File: src/rtl/fpga1_transmitter.sv
// Sender side of the FPGA1->FPGA2 burst link: buffers BURST_LEN words, then runs req/rdy/send_done/ack.
// Optional even parity on data_out is enabled with `define F2F_TX_PARITY_EN.
module fpga1_transmitter #(
    parameter int BURST_LEN      = 8,
    parameter int HOLD_CYCLES    = 4,
    parameter int TIMEOUT_CYCLES = 1024,
    parameter int BACKOFF_CYCLES = 16
) (
    input  logic        clk,
    input  logic        rst,
    input  logic [31:0] s_data,
    input  logic        s_valid,
    output logic        s_ready,
    output logic [31:0] data_out,
    output logic        req_out,
    output logic        send_done,
    input  logic        rdy_in,
    input  logic        ack_in,
    output logic        busy,
    output logic        err_timeout,
    output logic        err_abort,
    output logic [15:0] burst_cnt
`ifdef F2F_TX_PARITY_EN
    ,
    output logic        data_par_out
`endif
);
    localparam int CNT_W   = $clog2(BURST_LEN + 1);
    localparam int PTR_W   = (BURST_LEN > 1) ? $clog2(BURST_LEN) : 1;
    localparam int HOLD_W  = (HOLD_CYCLES > 1) ? $clog2(HOLD_CYCLES) : 1;
    localparam int TMO_MAX = (TIMEOUT_CYCLES > BACKOFF_CYCLES) ? TIMEOUT_CYCLES : BACKOFF_CYCLES;
    localparam int TMO_W   = $clog2(TMO_MAX + 1);

    localparam logic [CNT_W-1:0]  FULL      = CNT_W'(BURST_LEN);
    localparam logic [PTR_W-1:0]  LAST_PTR  = PTR_W'(BURST_LEN - 1);
    localparam logic [HOLD_W-1:0] LAST_HOLD = HOLD_W'(HOLD_CYCLES - 1);
    localparam logic [TMO_W-1:0]  TMO_LAST  = TMO_W'(TIMEOUT_CYCLES - 1);
    localparam logic [TMO_W-1:0]  BO_LAST   = TMO_W'(BACKOFF_CYCLES - 1);

    typedef enum logic [2:0] {IDLE, REQ, SEND, WAIT_ACK, BACKOFF} state_t;
    state_t state;

    logic              rdy_q, rdy_s, ack_q, ack_s;
    logic [31:0]       mem [BURST_LEN];
    logic [CNT_W-1:0]  wr_cnt;
    logic [PTR_W-1:0]  rd_ptr, next_ptr;
    logic [HOLD_W-1:0] hold;
    logic [TMO_W-1:0]  tmo;
    logic              rdy_low_seen;
    logic              load;
    logic [31:0]       load_word;

    assign s_ready  = (state == IDLE) && (wr_cnt != FULL);
    assign busy     = (state != IDLE);
    assign next_ptr = rd_ptr + PTR_W'(1);

    always_ff @(posedge clk) begin
        if (rst) begin
            rdy_q <= 1'b0;
            rdy_s <= 1'b0;
            ack_q <= 1'b0;
            ack_s <= 1'b0;
        end else begin
            rdy_q <= rdy_in;
            rdy_s <= rdy_q;
            ack_q <= ack_in;
            ack_s <= ack_q;
        end
    end

    // Buffer contents are not reset; wr_cnt alone decides what is valid.
    always_ff @(posedge clk) begin
        if (s_valid && s_ready)
            mem[wr_cnt[PTR_W-1:0]] <= s_data;
    end

    always_comb begin
        load      = 1'b0;
        load_word = mem[0];
        if (state == REQ && rdy_s) begin
            load = 1'b1;
        end else if (state == SEND && rdy_s && hold == LAST_HOLD && rd_ptr != LAST_PTR) begin
            load      = 1'b1;
            load_word = mem[next_ptr];
        end
    end

    always_ff @(posedge clk) begin
        if (rst) begin
            data_out <= '0;
`ifdef F2F_TX_PARITY_EN
            data_par_out <= 1'b0;
`endif
        end else if (load) begin
            data_out <= load_word;
`ifdef F2F_TX_PARITY_EN
            data_par_out <= ^load_word;
`endif
        end
    end

    always_ff @(posedge clk) begin
        if (rst) begin
            state        <= IDLE;
            wr_cnt       <= '0;
            rd_ptr       <= '0;
            hold         <= '0;
            tmo          <= '0;
            req_out      <= 1'b0;
            send_done    <= 1'b0;
            err_timeout  <= 1'b0;
            err_abort    <= 1'b0;
            burst_cnt    <= '0;
            rdy_low_seen <= 1'b0;
        end else begin
            err_timeout <= 1'b0;
            err_abort   <= 1'b0;
            // A fresh burst needs rdy to have been seen low since the last ack.
            if (!rdy_s)
                rdy_low_seen <= 1'b1;
            case (state)
                IDLE: begin
                    if (s_valid && s_ready) begin
                        wr_cnt <= wr_cnt + CNT_W'(1);
                    end else if (wr_cnt == FULL && rdy_low_seen) begin
                        state   <= REQ;
                        req_out <= 1'b1;
                        tmo     <= '0;
                    end
                end
                REQ: begin
                    if (rdy_s) begin
                        state  <= SEND;
                        rd_ptr <= '0;
                        hold   <= '0;
                    end else if (tmo == TMO_LAST) begin
                        err_timeout <= 1'b1;
                        state       <= BACKOFF;
                        req_out     <= 1'b0;
                        tmo         <= '0;
                    end else begin
                        tmo <= tmo + TMO_W'(1);
                    end
                end
                SEND: begin
                    if (!rdy_s) begin
                        err_abort <= 1'b1;
                        state     <= BACKOFF;
                        req_out   <= 1'b0;
                        tmo       <= '0;
                    end else if (hold == LAST_HOLD) begin
                        hold <= '0;
                        if (rd_ptr == LAST_PTR) begin
                            state     <= WAIT_ACK;
                            send_done <= 1'b1;
                            tmo       <= '0;
                        end else begin
                            rd_ptr <= next_ptr;
                        end
                    end else begin
                        hold <= hold + HOLD_W'(1);
                    end
                end
                WAIT_ACK: begin
                    if (ack_s) begin
                        state        <= IDLE;
                        req_out      <= 1'b0;
                        send_done    <= 1'b0;
                        burst_cnt    <= burst_cnt + 16'd1;
                        wr_cnt       <= '0;
                        rdy_low_seen <= 1'b0;
                    end else if (tmo == TMO_LAST) begin
                        err_timeout <= 1'b1;
                        state       <= BACKOFF;
                        req_out     <= 1'b0;
                        send_done   <= 1'b0;
                        tmo         <= '0;
                    end else begin
                        tmo <= tmo + TMO_W'(1);
                    end
                end
                BACKOFF: begin
                    if (tmo == BO_LAST) begin
                        state   <= REQ;
                        req_out <= 1'b1;
                        tmo     <= '0;
                    end else begin
                        tmo <= tmo + TMO_W'(1);
                    end
                end
                default: state <= IDLE;
            endcase
        end
    end
endmodule

File: config.mk
export PLATFORM = sky130hd
export DESIGN_NAME = fpga1_transmitter
export DESIGN_NICKNAME = d
export VERILOG_FILES = /design/src/rtl/fpga1_transmitter.sv
export SDC_FILE = /design/constraint.sdc
export NUM_CORES = 1
export LEC_CHECK = 0
export CORE_ASPECT_RATIO = 1.5
export CORE_MARGIN = 3
export CORE_UTILIZATION = 59
export CTS_CLUSTER_DIAMETER = 50
export CTS_CLUSTER_SIZE = 30
export DETAILED_ROUTE_END_ITERATION = 10
export PLACE_DENSITY = 0.87
export SYNTH_ARGS = -nofsm -noshare
export SYNTH_HDL_FRONTEND = slang
export SYNTH_SLANG_ARGS = --single-unit
File: constraint.sdc
create_clock -name clk -period 5.33 [get_ports clk]
set_input_delay 1.066 -clock clk [delete_from_list [all_inputs] [get_ports clk]]
set_output_delay 1.066 -clock clk [all_outputs]
set_load 0.01 [all_outputs]
; Word-level counts from Yosys, hierarchy flattened
; Memory sizes are Yosys's and may differ from the RTL's.
; Index checks and enable logic that the tools add are counted.
; Widths: inputs -> output; s select.
[totals]
inputBits = 37
mem_count = 1
ff_bits = 80
word_cells = 132
output_inout_bits = 54
ram_bits = 256
[mem_list]
columns = name, depth, word_bits, read_ports, rd_ports_with_merged_regs, write_ports, line
row1 = mem, 8, 32, 2, 0, 1, 44  ; logic [31:0] mem [BURST_LEN];
[op_classes]
n_eq_ne = 27
muxes = 60
bitwise_logic = 1
add_sub_neg = 5
n_reduce_logical = 22
[op_table]
columns = op, n
row1 = $mux 11, 9
row2 = $mux 32, 2
row3 = $pmux 11 s5, 1
row4 = $mux 3, 13
row5 = $mux 1, 23
row6 = $ne 2x2->1 const B, 9
row7 = $add 16x1->16 const B, 1
row8 = $pmux 3 s5, 1
row9 = $reduce_and 5->1, 3
row10 = $add 11x1->11 const B, 1
row11 = $eq 11x10->1 const B, 1
row12 = $eq 11x4->1 const B, 1
row13 = $mux 4, 2
row14 = $ne 2x1->1 const B, 4
row15 = $pmux 4 s2, 1
row16 = $logic_and 1x1->1, 7
row17 = $reduce_and 7->1, 1
row18 = $eq 3x2->1 const B, 2
row19 = $eq 3x3->1 const B, 2
row20 = $mux 2, 3
row21 = $ne 3x2->1 const B, 2
row22 = $ne 3x3->1 const B, 2
row23 = $pmux 3 s2, 1
row24 = $reduce_and 3->1, 2
row25 = other kinds (18), 21

; Logic depth before layout (Yosys ltp)
[depth]
depth_word = 6
mapped_depth = 8
depth_no_buf = 6

; Worst setup path after synthesis
; OpenSTA, ideal clock, no wires.
[synth_path]
path_kind = input to register
from = in s_valid
to = mem mem[1][0], enable pin
t_arrival_ns = 3.481
slack_ns = 1.388
setup_ns = 0.461
stages = 2
n_path_buf = 0
t_required_ns = 4.869
path_cell_list = nand4_1 -> nor3_1
[synth_between]
elab_chain_len = 3
[synth_rtl]
columns = item, line
row1 = from (decl), 12  ; input logic s_valid,
row2 = $logic_and 1x1->1, 73  ; if (s_valid && s_ready)
row3 = $mux 1, 73
row4 = $mux 1 (implied by the code), 74  ; mem[wr_cnt[PTR_W-1:0]] <= s_data;
row5 = to (decl), 44
; Every way passes these cells.

; Worst setup path after layout
[layout_path]
from = reg wr_cnt[1]
to = out s_ready
[layout_between]
elab_chain_len = 2
[layout_rtl]
columns = item, line
row1 = from (decl), 45  ; logic [CNT_W-1:0] wr_cnt;
row2 = from (signal assigned), 124  ; wr_cnt <= wr_cnt + CNT_W'(1);
row3 = $ne 4x4->1, 53  ; assign s_ready = (state == IDLE) && (wr_cnt != FULL);
row4 = $logic_and 1x1->1, 53
row5 = to (decl), 13  ; output logic s_ready,
; Every way passes these cells.

==> metrics.txt <==
result of the run=completed; final-report max-slew violation count=0; max cap viols=0; Synth cell types=64; P per Cell Area=312 nW/um^2; starting density of the core=60.9%; DRC=0; Static Leakage=4.65 nW; Startpoint Class=flop; Reg clk slew, reported paths=0.09 ns; Final ANT Viol Nets=0; CTS Buf Count=21; syn_nets=848; largest net degree at the start of global routing=76; total number of vias=7560; area added between synthesis and finish=14.3%; Final HPWL DP=16.4 mm; WL final=27.9 mm; initial antenna violation count=0; Final Cycle Share=64.4%; vias per cell=6.50; vias in the first global route=7962; Post-synth ARST share=0%; unrepaired setup endpoints after global routing=no; Crit. End Element=output port; GRT Total Usage=23.2%; die area=24600 um^2; relative slew slack=23.2%; Final #Nets=921; most frequent cells in the layout=256 x edfxtp_1, 89 x clkdlybuf4s50_1, 79 x dfxtp_1, 64 x mux4_2, 47 x nand2_1; Hold Fails Final Rpt=0; final setup TNS=0 ns; TritonCTS clock tree=built; drt first pass iters=5; critical path fanouts, max=7; IO Pins=91; Clock Latency Late Sink=0.52 ns; die height=190 um; GRT overflow=0; post-layout min period=3.43 ns; Ant. Diodes=0; global route hottest layer=met2; GR Util met2=40.8%; number of flops mapped to enable cells by yosys=256; post-synthesis sequential area ratio=69.4%; cts hold-fix bufs=0; Setup-failing EPs final=0; post-detailed-route wirelength per cell=24.0 um; Root Driver=clkbuf_16; CTS sink count=336; GR Util met3=3.56%; worst IR drop on VDD=0.284 mV; CP arrival=2.37 ns; Synth Warn #=0; Slew @ Worst Pin=1.15 ns; Placement Setup Slack=1.85 ns; first-pass GRT wire length=44.2 mm; GR Layer Usage met1=29.0%; fmax=291 MHz; H-tree Lvls=1; most common cell after layout, fill and taps aside=edfxtp_1; mean area per synthesized cell=16.6 um^2; post-CTS sizing=0; Core Area=22000 um^2; IO Port Bufs=90; flops & latches, synth=336; Hold Crit Depth=1; skew final=0.0195 ns; Max Buffers Root-to-Sink=3; Post-CTS Setup Bufs=0; die width=129 um; RePlAce Congestion=0.857; CP Data Required Time=4.26 ns; Core Rows=66; worst min-delay path class=reg -> reg; layout cell share with drive strength beyond 1=18.6%; Setup Crit Path Kind=reg -> out; Detailed Route Iter0 Violations=654; final worst slack=1.90 ns; Top FF cell, synth=edfxtp_1; Syn Inst Count=804; Post-Syn Area=13400 um^2; worst-case reg-to-reg path depth=6
[per-stage QoR]
step / hold slack [ns] / std cells / instance area (um^2) / util, % / power, mW
finish: 0.452 / 1163 / 15300 / 69.7 / 4.78
global route: 0.479 / 1163 / 15300 / 69.7 / 4.92
CTS: 0.459 / 1163 / 15300 / 69.7 / 4.82
detailed placement: 0.431 / 1126 / 14600 / 66.3 / 3.07
global placement: 0.423 / 1126 / 14600 / 66.3 / 3.06
floorplan: 0.414 / 804 / 13400 / - / 2.98
[registers in the layout (all words and copies together), names as in the netlist]
name,cells
data_out,32
tmo,11
burst_cnt,16
hold,2
req_out,1
rdy_s,1
rdy_q,1
err_abort,1
mem,256
err_timeout,1
ack_s,1
send_done,1
rd_ptr,3
ack_q,1
wr_cnt,4
state,3
rdy_low_seen,1
[metal layers]
metal | vias to the layer above | share of wire (%)
li1 | 3353 | -
met1 | 3848 | 36
met2 | 301 | 54
met3 | 58 | 6.3
met4 | 0 | 2.9
met5 | - | 0
[power breakdown]
group / internal, mW / switching, mW / leakage, nW / total [mW]
Clock: 0.818 / 0.954 / 0.359 / 1.77
Combinational: 0.0495 / 0.0835 / 1.32 / 0.133
Sequential: 2.86 / 0.0190 / 2.97 / 2.88
[critical path: stages, from the launching register on]
cell and delay [ns]:
dfxtp_1 0.49, inv_1 0.12, ha_1 0.20, nand3b_1 0.27, and2_1 0.22, clkdlybuf4s50_1 0.55
[final timing paths]
kind         slack, ns      start            to
max reg2reg       1.92  rd_ptr[0]  data_out[16]
min               0.45      rdy_q         rdy_s
max               1.90  wr_cnt[1]       s_ready
min reg2reg       0.45      rdy_q         rdy_s
[cells in the mapped netlist (all sizes together), types with 12 or more instances]
master	count	share of area, %
buf	23	1.0
nor2	29	0.81
nand3	12	0.45
clkbuf	27	0.76
a22oi	36	2.1
mux4	64	11
edfxtp	256	57
dfxtp	80	12
a21oi	46	1.7
mux2	34	2.9
nand4	13	0.61
nand2	47	1.3
[cell type report]
class,instances,area [um^2]
flip-flops and latches,336,9290
fillers,1340,6660
multi-input cells,407,3900
repair buffers,100,983
clock buffers,22,539
well taps,272,340
clock inverters,15,210
inverters,11,41.3
[kinds of logic (layout without fill, tap and decap cells)]
group | after synthesis | count (layout) | synth area share [%]
AND/OR/NAND/NOR | 153 | 153 | 6.02
multiplexers | 100 | 100 | 13.8
AO/OA/AOI/OAI | 136 | 136 | 7.32
XOR/XNOR | 11 | 11 | 0.720
flip-flops | 336 | 336 | 69.4
buffers and inverters | 61 | 148 | 2.11
adder cells (fa/ha/maj) | 7 | 7 | 0.654
(Power assumes the default switching activity.)
